==> config.mk <==
export PLATFORM = sky130hd
export DESIGN_NAME = rvh_noc_local_inject_tx
export DESIGN_NICKNAME = d
export VERILOG_FILES = /design/src/rtl/rvh_noc_local_inject_tx.sv
export SDC_FILE = /design/constraint.sdc
export NUM_CORES = 1
export LEC_CHECK = 0
export CAP_MARGIN = 10
export CORE_AREA = 2 2 225 227
export CTS_CLUSTER_DIAMETER = 40
export DETAILED_ROUTE_END_ITERATION = 8
export DIE_AREA = 0 0 227 229
export HOLD_SLACK_MARGIN = 0.12
export PLACE_DENSITY = 0.63
export SLEW_MARGIN = 20
export SYNTH_ARGS = -nofsm -noshare
export SYNTH_HDL_FRONTEND = slang
export SYNTH_SLANG_ARGS = --single-unit
export TNS_END_PERCENT = 1
==> constraint.sdc <==
create_clock -name clk -period 3.83 [get_ports clk]
set_input_delay 0.383 -clock clk [delete_from_list [all_inputs] [get_ports clk]]
set_output_delay 0.383 -clock clk [all_outputs]
set_load 0.01 [all_outputs]
==> src/rtl/rvh_noc_local_inject_tx.sv <==
// Local-port flit injector with per-VC credit counters toward the downstream router.
// Optional sticky overflow flag when RVH_NOC_TX_CRD_OVF_CHECK_EN is defined.
module rvh_noc_local_inject_tx #(
    parameter int VC_NUM   = 4,
    parameter int VC_DEPTH = 2,
    parameter int FLIT_W   = 286,
    localparam int VC_ID_W = (VC_NUM > 1) ? $clog2(VC_NUM) : 1,
    localparam int CNT_W   = $clog2(VC_DEPTH + 1)
) (
    input  logic               clk,
    input  logic               rst,
    input  logic               in_vld,
    output logic               in_rdy,
    input  logic [FLIT_W-1:0]  in_flit,
    input  logic [VC_ID_W-1:0] in_vc_id,
    output logic               tx_flit_v,
    output logic [FLIT_W-1:0]  tx_flit,
    output logic [VC_ID_W-1:0] tx_vc_id,
    input  logic               rx_lcrd_v,
    input  logic [VC_ID_W-1:0] rx_lcrd_id,
    output logic               credits_home,
    output logic               crd_ovf_err
);

    localparam logic [CNT_W-1:0] LP_DEPTH = CNT_W'(VC_DEPTH);

    logic [CNT_W-1:0]   r_crd [VC_NUM];
    logic               r_tx_v;
    logic [FLIT_W-1:0]  r_tx_flit;
    logic [VC_ID_W-1:0] r_tx_id;
    logic               w_in_rdy;
    logic               w_accept;
    logic               w_home;
    logic [VC_NUM-1:0]  w_acc_hit;
    logic [VC_NUM-1:0]  w_ret_hit;

    // Per-VC decode avoids indexing the counter array with an out-of-range id.
    always_comb begin
        w_in_rdy  = 1'b0;
        w_home    = 1'b1;
        w_acc_hit = '0;
        w_ret_hit = '0;
        for (int v = 0; v < VC_NUM; v++) begin
            if ((in_vc_id == VC_ID_W'(v)) && (r_crd[v] != '0) && !rst)
                w_in_rdy = 1'b1;
            w_acc_hit[v] = in_vld && !rst && (in_vc_id == VC_ID_W'(v)) && (r_crd[v] != '0);
            w_ret_hit[v] = rx_lcrd_v && (rx_lcrd_id == VC_ID_W'(v));
            if (r_crd[v] != LP_DEPTH)
                w_home = 1'b0;
        end
    end

    assign w_accept     = in_vld && w_in_rdy;
    assign in_rdy       = w_in_rdy;
    assign credits_home = w_home;
    assign tx_flit_v    = r_tx_v;
    assign tx_flit      = r_tx_flit;
    assign tx_vc_id     = r_tx_id;

    always_ff @(posedge clk) begin
        if (rst) begin
            r_tx_v    <= 1'b0;
            r_tx_flit <= '0;
            r_tx_id   <= '0;
            for (int v = 0; v < VC_NUM; v++)
                r_crd[v] <= LP_DEPTH;
        end else begin
            r_tx_v <= w_accept;
            if (w_accept) begin
                r_tx_flit <= in_flit;
                r_tx_id   <= in_vc_id;
            end
            // Accept and return on the same VC cancel; a return at full saturates.
            for (int v = 0; v < VC_NUM; v++) begin
                if (w_acc_hit[v] && !w_ret_hit[v])
                    r_crd[v] <= r_crd[v] - 1'b1;
                else if (w_ret_hit[v] && !w_acc_hit[v] && (r_crd[v] != LP_DEPTH))
                    r_crd[v] <= r_crd[v] + 1'b1;
            end
        end
    end

`ifdef RVH_NOC_TX_CRD_OVF_CHECK_EN
    localparam logic [VC_ID_W:0] LP_VC_NUM = VC_NUM[VC_ID_W:0];

    logic r_ovf;
    logic w_ovf;

    always_comb begin
        w_ovf = rx_lcrd_v && ({1'b0, rx_lcrd_id} >= LP_VC_NUM);
        for (int v = 0; v < VC_NUM; v++) begin
            if (w_ret_hit[v] && !w_acc_hit[v] && (r_crd[v] == LP_DEPTH))
                w_ovf = 1'b1;
        end
    end

    always_ff @(posedge clk) begin
        if (rst)
            r_ovf <= 1'b0;
        else if (w_ovf)
            r_ovf <= 1'b1;
    end

    assign crd_ovf_err = r_ovf;
`else
    assign crd_ovf_err = 1'b0;
`endif

endmodule

; After elaboration in Yosys (flattened, before gate mapping)
; Memories as Yosys holds them, arrays and structs flattened.
; Cells that the tools add are included.
[word_totals]
mem_bits_rw = 8
wordCells = 125
memories = 1
ff_bits = 289
input_bits = 294
output_inout_bits = 292
[op_classes]
bitwise = 8
n_addsub = 8
muxes = 46
n_reduce_logical = 49
n_eq_ne = 10
[memory_table]
columns = name, depth, word_bits, read_ports, rd_ports_with_merged_regs, wr, line_no
row1 = r_crd, 4, 2, 4, 0, 4, 27  ; logic [CNT_W-1:0] r_crd [VC_NUM];
[op_table]
columns = op, count
row1 = two-way mux 1 bit, 38
row2 = logical AND 1 bit, 34
row3 = two-way mux 2 bit, 8
row4 = logical NOT 1 bit, 9
row5 = adder 2 x 1 -> 2 bit (second input constant), 4
row6 = equality test 2 bit (second input constant), 4
row7 = inequality test 2 bit (second input constant), 4
row8 = bitwise OR 1 bit, 8
row9 = nonzero test 2 bit, 4
row10 = subtractor 2 x 1 -> 2 bit (second input constant), 4
row11 = equality test 2 x 1 -> 1 bit (second input constant), 2
row12 = logical NOT 2 bit, 2

; Depth between registers and ports, before layout
[logic_depth]
depth_word = 12
ltp_mapped = 8

; Least setup slack after synthesis
; Ideal clock, no wire load.
[synth_timing]
path_kind = register to output
startpoint = mem r_crd[0][6] (netlist bit)
endpoint = out in_rdy
arrival_time_ps = 1655
stages_incl_launch_ff = 8
n_path_buf = 3
required_time_ps = 3447
path_slack_ps = 1792
path_cell_list = edfxtp_1 -> inv_1 -> ha_1 -> mux4_2 -> buf_6 -> buf_6 -> clkbuf_1 -> nor2_1
[synth_rtl]
columns = element, line_no
row1 = from (decl), 27
row2 = to (decl), 13  ; output logic in_rdy,

==> impl_metrics.xml <==
<?xml version="1.0" encoding="UTF-8"?>
<metrics>
  <group name="pwr">
    <metric name="power.static_leakage" unit="nW">8.51</metric>
    <metric name="power.sequential.fraction" unit="%">35.3</metric>
    <metric name="p_comb_share" unit="%">13.9</metric>
    <metric name="power.share.clock" unit="%">50.8</metric>
    <metric name="p_sw_share" unit="%">24.1</metric>
    <metric name="netSwitchingPower" unit="W">0.00231</metric>
    <metric name="cellPowerDensity" unit="mW/mm^2">457</metric>
    <metric name="power" unit="W">0.00958</metric>
    <metric name="irDropWorstVdd" unit="mV">0.303</metric>
    <metric name="internal-power" unit="W">0.00727</metric>
  </group>
  <group name="cells_and_area">
    <metric name="antenna_cells_inserted" unit="">0</metric>
    <metric name="fillers" unit="">4971</metric>
    <metric name="fin_nets" unit="">2462</metric>
    <metric name="multi_input_area" unit="sq mm">0.00505</metric>
    <metric name="layout_cells_excl_fill" unit="">2881</metric>
    <metric name="post-route-util" unit="%">42.2</metric>
    <metric name="storage_cell_area" unit="sq mm">0.00603</metric>
    <metric name="area_delta_synth_final" unit="%">61.1</metric>
    <metric name="post_route_cells_drive_above_1_share" unit="%">5.12</metric>
  </group>
  <group name="floorplan">
    <metric name="fp.dieArea" unit="sq mm">0.0520</metric>
    <metric name="initial_core_util" unit="%">26.2</metric>
    <metric name="floorplan.core_area" unit="sq mm">0.0497</metric>
    <metric name="num_rows" unit="">82</metric>
    <metric name="die_w" unit="microns">227</metric>
    <metric name="io-pin-count" unit="">586</metric>
    <metric name="die_y" unit="microns">229</metric>
  </group>
  <group name="drt">
    <metric name="wirelength" unit="mm">42.7</metric>
    <metric name="wl_per_cell" unit="microns">14.8</metric>
    <metric name="vias_per_cell" unit="">4.51</metric>
    <metric name="drc" unit="">0</metric>
    <metric name="detail_route.iter0.violations" unit="">654</metric>
    <metric name="vias" unit="">13005</metric>
    <metric name="drtAntennaViolNets" unit="">0</metric>
    <metric name="drt_first_pass_iters" unit="">5</metric>
  </group>
  <group name="critical_path">
    <metric name="worst-setup-path-type" unit="">flip-flop to output pin</metric>
    <metric name="timing.critical_path.to_type" unit="">output pin</metric>
    <metric name="startpoint_type" unit="">flip-flop</metric>
    <metric name="worst_ep_arrival_time" unit="ns">2.69</metric>
    <metric name="worst_ep_required_time" unit="ns">3.45</metric>
    <metric name="cp_max_fo" unit="">29</metric>
  </group>
  <group name="synthesis">
    <metric name="mappedNetlistArea" unit="sq mm">0.0130</metric>
    <metric name="yosys_most_used_dff" unit="">sky130_fd_sc_hd__dfxtp_1</metric>
    <metric name="synth.distinct_cells" unit="">34</metric>
    <metric name="ys_async_sr_fraction" unit="%">0</metric>
    <metric name="syn_nets" unit="">1965</metric>
    <metric name="ys.warnings.count" unit="">0</metric>
    <metric name="ys_seq_elements" unit="">297</metric>
    <metric name="synth-edff-count" unit="">8</metric>
    <metric name="synthCells" unit="">1669</metric>
    <metric name="postSynthAreaPerCell" unit="sq um">7.79</metric>
    <metric name="seq_area_frac_synth" unit="%">46.3</metric>
  </group>
  <group name="status">
    <metric name="status" unit="">complete, no violations</metric>
  </group>
  <group name="clocking">
    <metric name="cts_root_buffer" unit="">sky130_fd_sc_hd__clkbuf_16</metric>
    <metric name="post-cts-setup-buffers" unit="">0</metric>
    <metric name="cts-root-to-sink-buffers" unit="">3</metric>
    <metric name="cts.repair.resized" unit="">0</metric>
    <metric name="later_pin_clock_latency_in_the_skew_report" unit="ns">0.57</metric>
    <metric name="htreeDepth" unit="">2</metric>
    <metric name="tritoncts" unit="">done</metric>
    <metric name="clkSinkCount" unit="">297</metric>
    <metric name="cts_inserted_buffers" unit="">55</metric>
    <metric name="clk_pin_slew" unit="ns">0.06</metric>
  </group>
  <group name="job">
    <metric name="max-cap-violations" unit="">0</metric>
  </group>
  <group name="global_routing">
    <metric name="antenna_found_initial" unit="">2</metric>
    <metric name="globalRouteOverflowTotal" unit="">0</metric>
    <metric name="via_count_of_the_first_global_routing_pass" unit="">12486</metric>
    <metric name="grt_usage" unit="%">15.5</metric>
    <metric name="grt_pass1_wl" unit="mm">65.6</metric>
    <metric name="pin_count_of_the_biggest_net_entering_global_routing" unit="">305</metric>
  </group>
  <group name="sta">
    <metric name="setup-violations-final" unit="">0</metric>
    <metric name="worstMarginPinSlew" unit="ns">1.12</metric>
    <metric name="rsz0062_at_grt" unit="">false</metric>
    <metric name="finalMaxSlewViolations" unit="">0</metric>
    <metric name="tns" unit="ns">0</metric>
    <metric name="fin_crit" unit="ns">3.08</metric>
    <metric name="fmax" unit="MHz">325</metric>
    <metric name="layout_worst_path_cycle_share" unit="%">80.3</metric>
    <metric name="fin_worst_skew" unit="ns">0.0172</metric>
    <metric name="hold_viol" unit="">0</metric>
    <metric name="relSlewSlack" unit="%">25.3</metric>
    <metric name="hold_ws" unit="ns">0.431</metric>
  </group>
  <group name="placement">
    <metric name="gp_congestion" unit="">0.812</metric>
    <metric name="numPlacedInstances" unit="">2780</metric>
    <metric name="place_hpwl" unit="mm">29.0</metric>
    <metric name="io_buf_count" unit="">584</metric>
  </group>
  <group name="hold_path">
    <metric name="hold_path_class" unit="">primary input to flip-flop</metric>
  </group>
</metrics>
[power groups by stage]
stage                     combinational [W]  clock, W  sequential, W
after detailed placement            0.00133         0        0.00344
after global routing                0.00145   0.00513        0.00340
after CTS                           0.00134   0.00499        0.00338
final                               0.00133   0.00487        0.00338
after global placement              0.00132         0        0.00343
after floorplan                    0.000469         0        0.00352
[placed cells by master, fill, tap and decap left out, types with 5 or more instances in the layout]
cell type                         Yosys  final
sky130_fd_sc_hd__inv_1              294    294
sky130_fd_sc_hd__a21oi_1            289    289
sky130_fd_sc_hd__buf_12               0      6
sky130_fd_sc_hd__o21ai_0            257    257
sky130_fd_sc_hd__clkbuf_16            0     56
sky130_fd_sc_hd__clkinv_4             0      5
sky130_fd_sc_hd__clkbuf_1           125      7
sky130_fd_sc_hd__nor2_1               7      7
sky130_fd_sc_hd__bufinv_16            0      6
sky130_fd_sc_hd__clkbuf_8             0      8
sky130_fd_sc_hd__nor3_1               5      5
sky130_fd_sc_hd__clkinv_2             0     10
sky130_fd_sc_hd__edfxtp_1             8      8
sky130_fd_sc_hd__dfxtp_1            289    289
sky130_fd_sc_hd__clkdlybuf4s50_1      0    583
sky130_fd_sc_hd__buf_4                1     10
sky130_fd_sc_hd__or3_1              289    289
sky130_fd_sc_hd__nand2_1              7      7
sky130_fd_sc_hd__o21ai_1             30     30
[sequential cells by signal, summed over array words and instances, names as in the netlist]
register   cells
tx_flit_v      1
r_crd          8
tx_flit      286
tx_vc_id       2
[cell usage after synthesis, drive strengths merged, types with 3 or more instances]
cell type	count	area, sq um
clkbuf	125	469
edfxtp	8	240
inv	294	1100
nor2	7	26.3
a22o	3	26.3
nor3	5	25.0
nor4	4	25.0
nand2	7	26.3
a21oi	289	1450
xnor2	3	26.3
mux2i	4	40.0
dfxtp	289	5790
or3	289	1810
buf	36	360
o21ai	287	1440
[routing by layer]
metal	up-vias	GRT usage, %	wire (microns)
met5	-	0	22
met4	4	5.23	1150
met3	77	5.99	4150
met2	425	26.7	20400
met1	5966	17.4	17000
li1	6533	-	-
[metrics by stage]
| step | cell area [sq um] | setup WS [ns] |
|---|---|---|
| floorplan | 13000 | 1.79 |
| global placement | 19100 | 0.852 |
| detailed placement | 19100 | 0.724 |
| CTS | 21000 | 0.702 |
| global route | 21000 | 0.639 |
| finish | 21000 | 0.753 |
[final cells by class]
| class | instances | share of cell area, % |
|---|---|---|
| timing repair buffer | 601 | 28.9 |
| sequential | 297 | 28.7 |
| multi-input combinational | 916 | 24.1 |
| clock buffer | 70 | 7.27 |
| inverter | 295 | 5.32 |
| tap | 672 | 4.01 |
| clock inverter | 30 | 1.69 |
[cells by family (layout without fill, tap and decap cells)]
family | after synthesis | after routing | share of synthesized area, %
XOR/XNOR | 3 | 3 | 0.202
buffers and inverters | 456 | 996 | 14.9
adder cells (fa/ha/maj) | 2 | 2 | 0.192
other | 1 | 1 | 0.0288
multiplexers | 5 | 5 | 0.481
AO/OA/AOI/OAI | 584 | 584 | 22.7
flip-flops | 297 | 297 | 46.3
AND/OR/NAND/NOR | 321 | 321 | 15.2
[repair_timing]
action	4_1_cts	5_1_grt
endpoints found under the setup margin	0	0
hold endpoints to repair	8	0
hold buffers	1	0
[worst paths after layout]
check,startpoint,endpoint,slack (ns),cells past startpoint
hold / removal,in_flit[284],tx_flit[284],0.43,4
hold reg to reg,tx_vc_id[0],tx_vc_id[0],0.46,2
setup reg to reg,r_crd[0][6],tx_flit[97],0.99,6
setup / recovery,r_crd[0][6],in_rdy,0.75,5
[critical path: stages (launching register included)]
cell	delay [ns]
sky130_fd_sc_hd__edfxtp_1	0.34
sky130_fd_sc_hd__inv_1	0.06
sky130_fd_sc_hd__ha_1	0.21
sky130_fd_sc_hd__mux4_4	0.80
sky130_fd_sc_hd__nor2_1	0.16
sky130_fd_sc_hd__clkdlybuf4s50_1	0.55
Note: power is estimated with default switching activity, not from simulation.
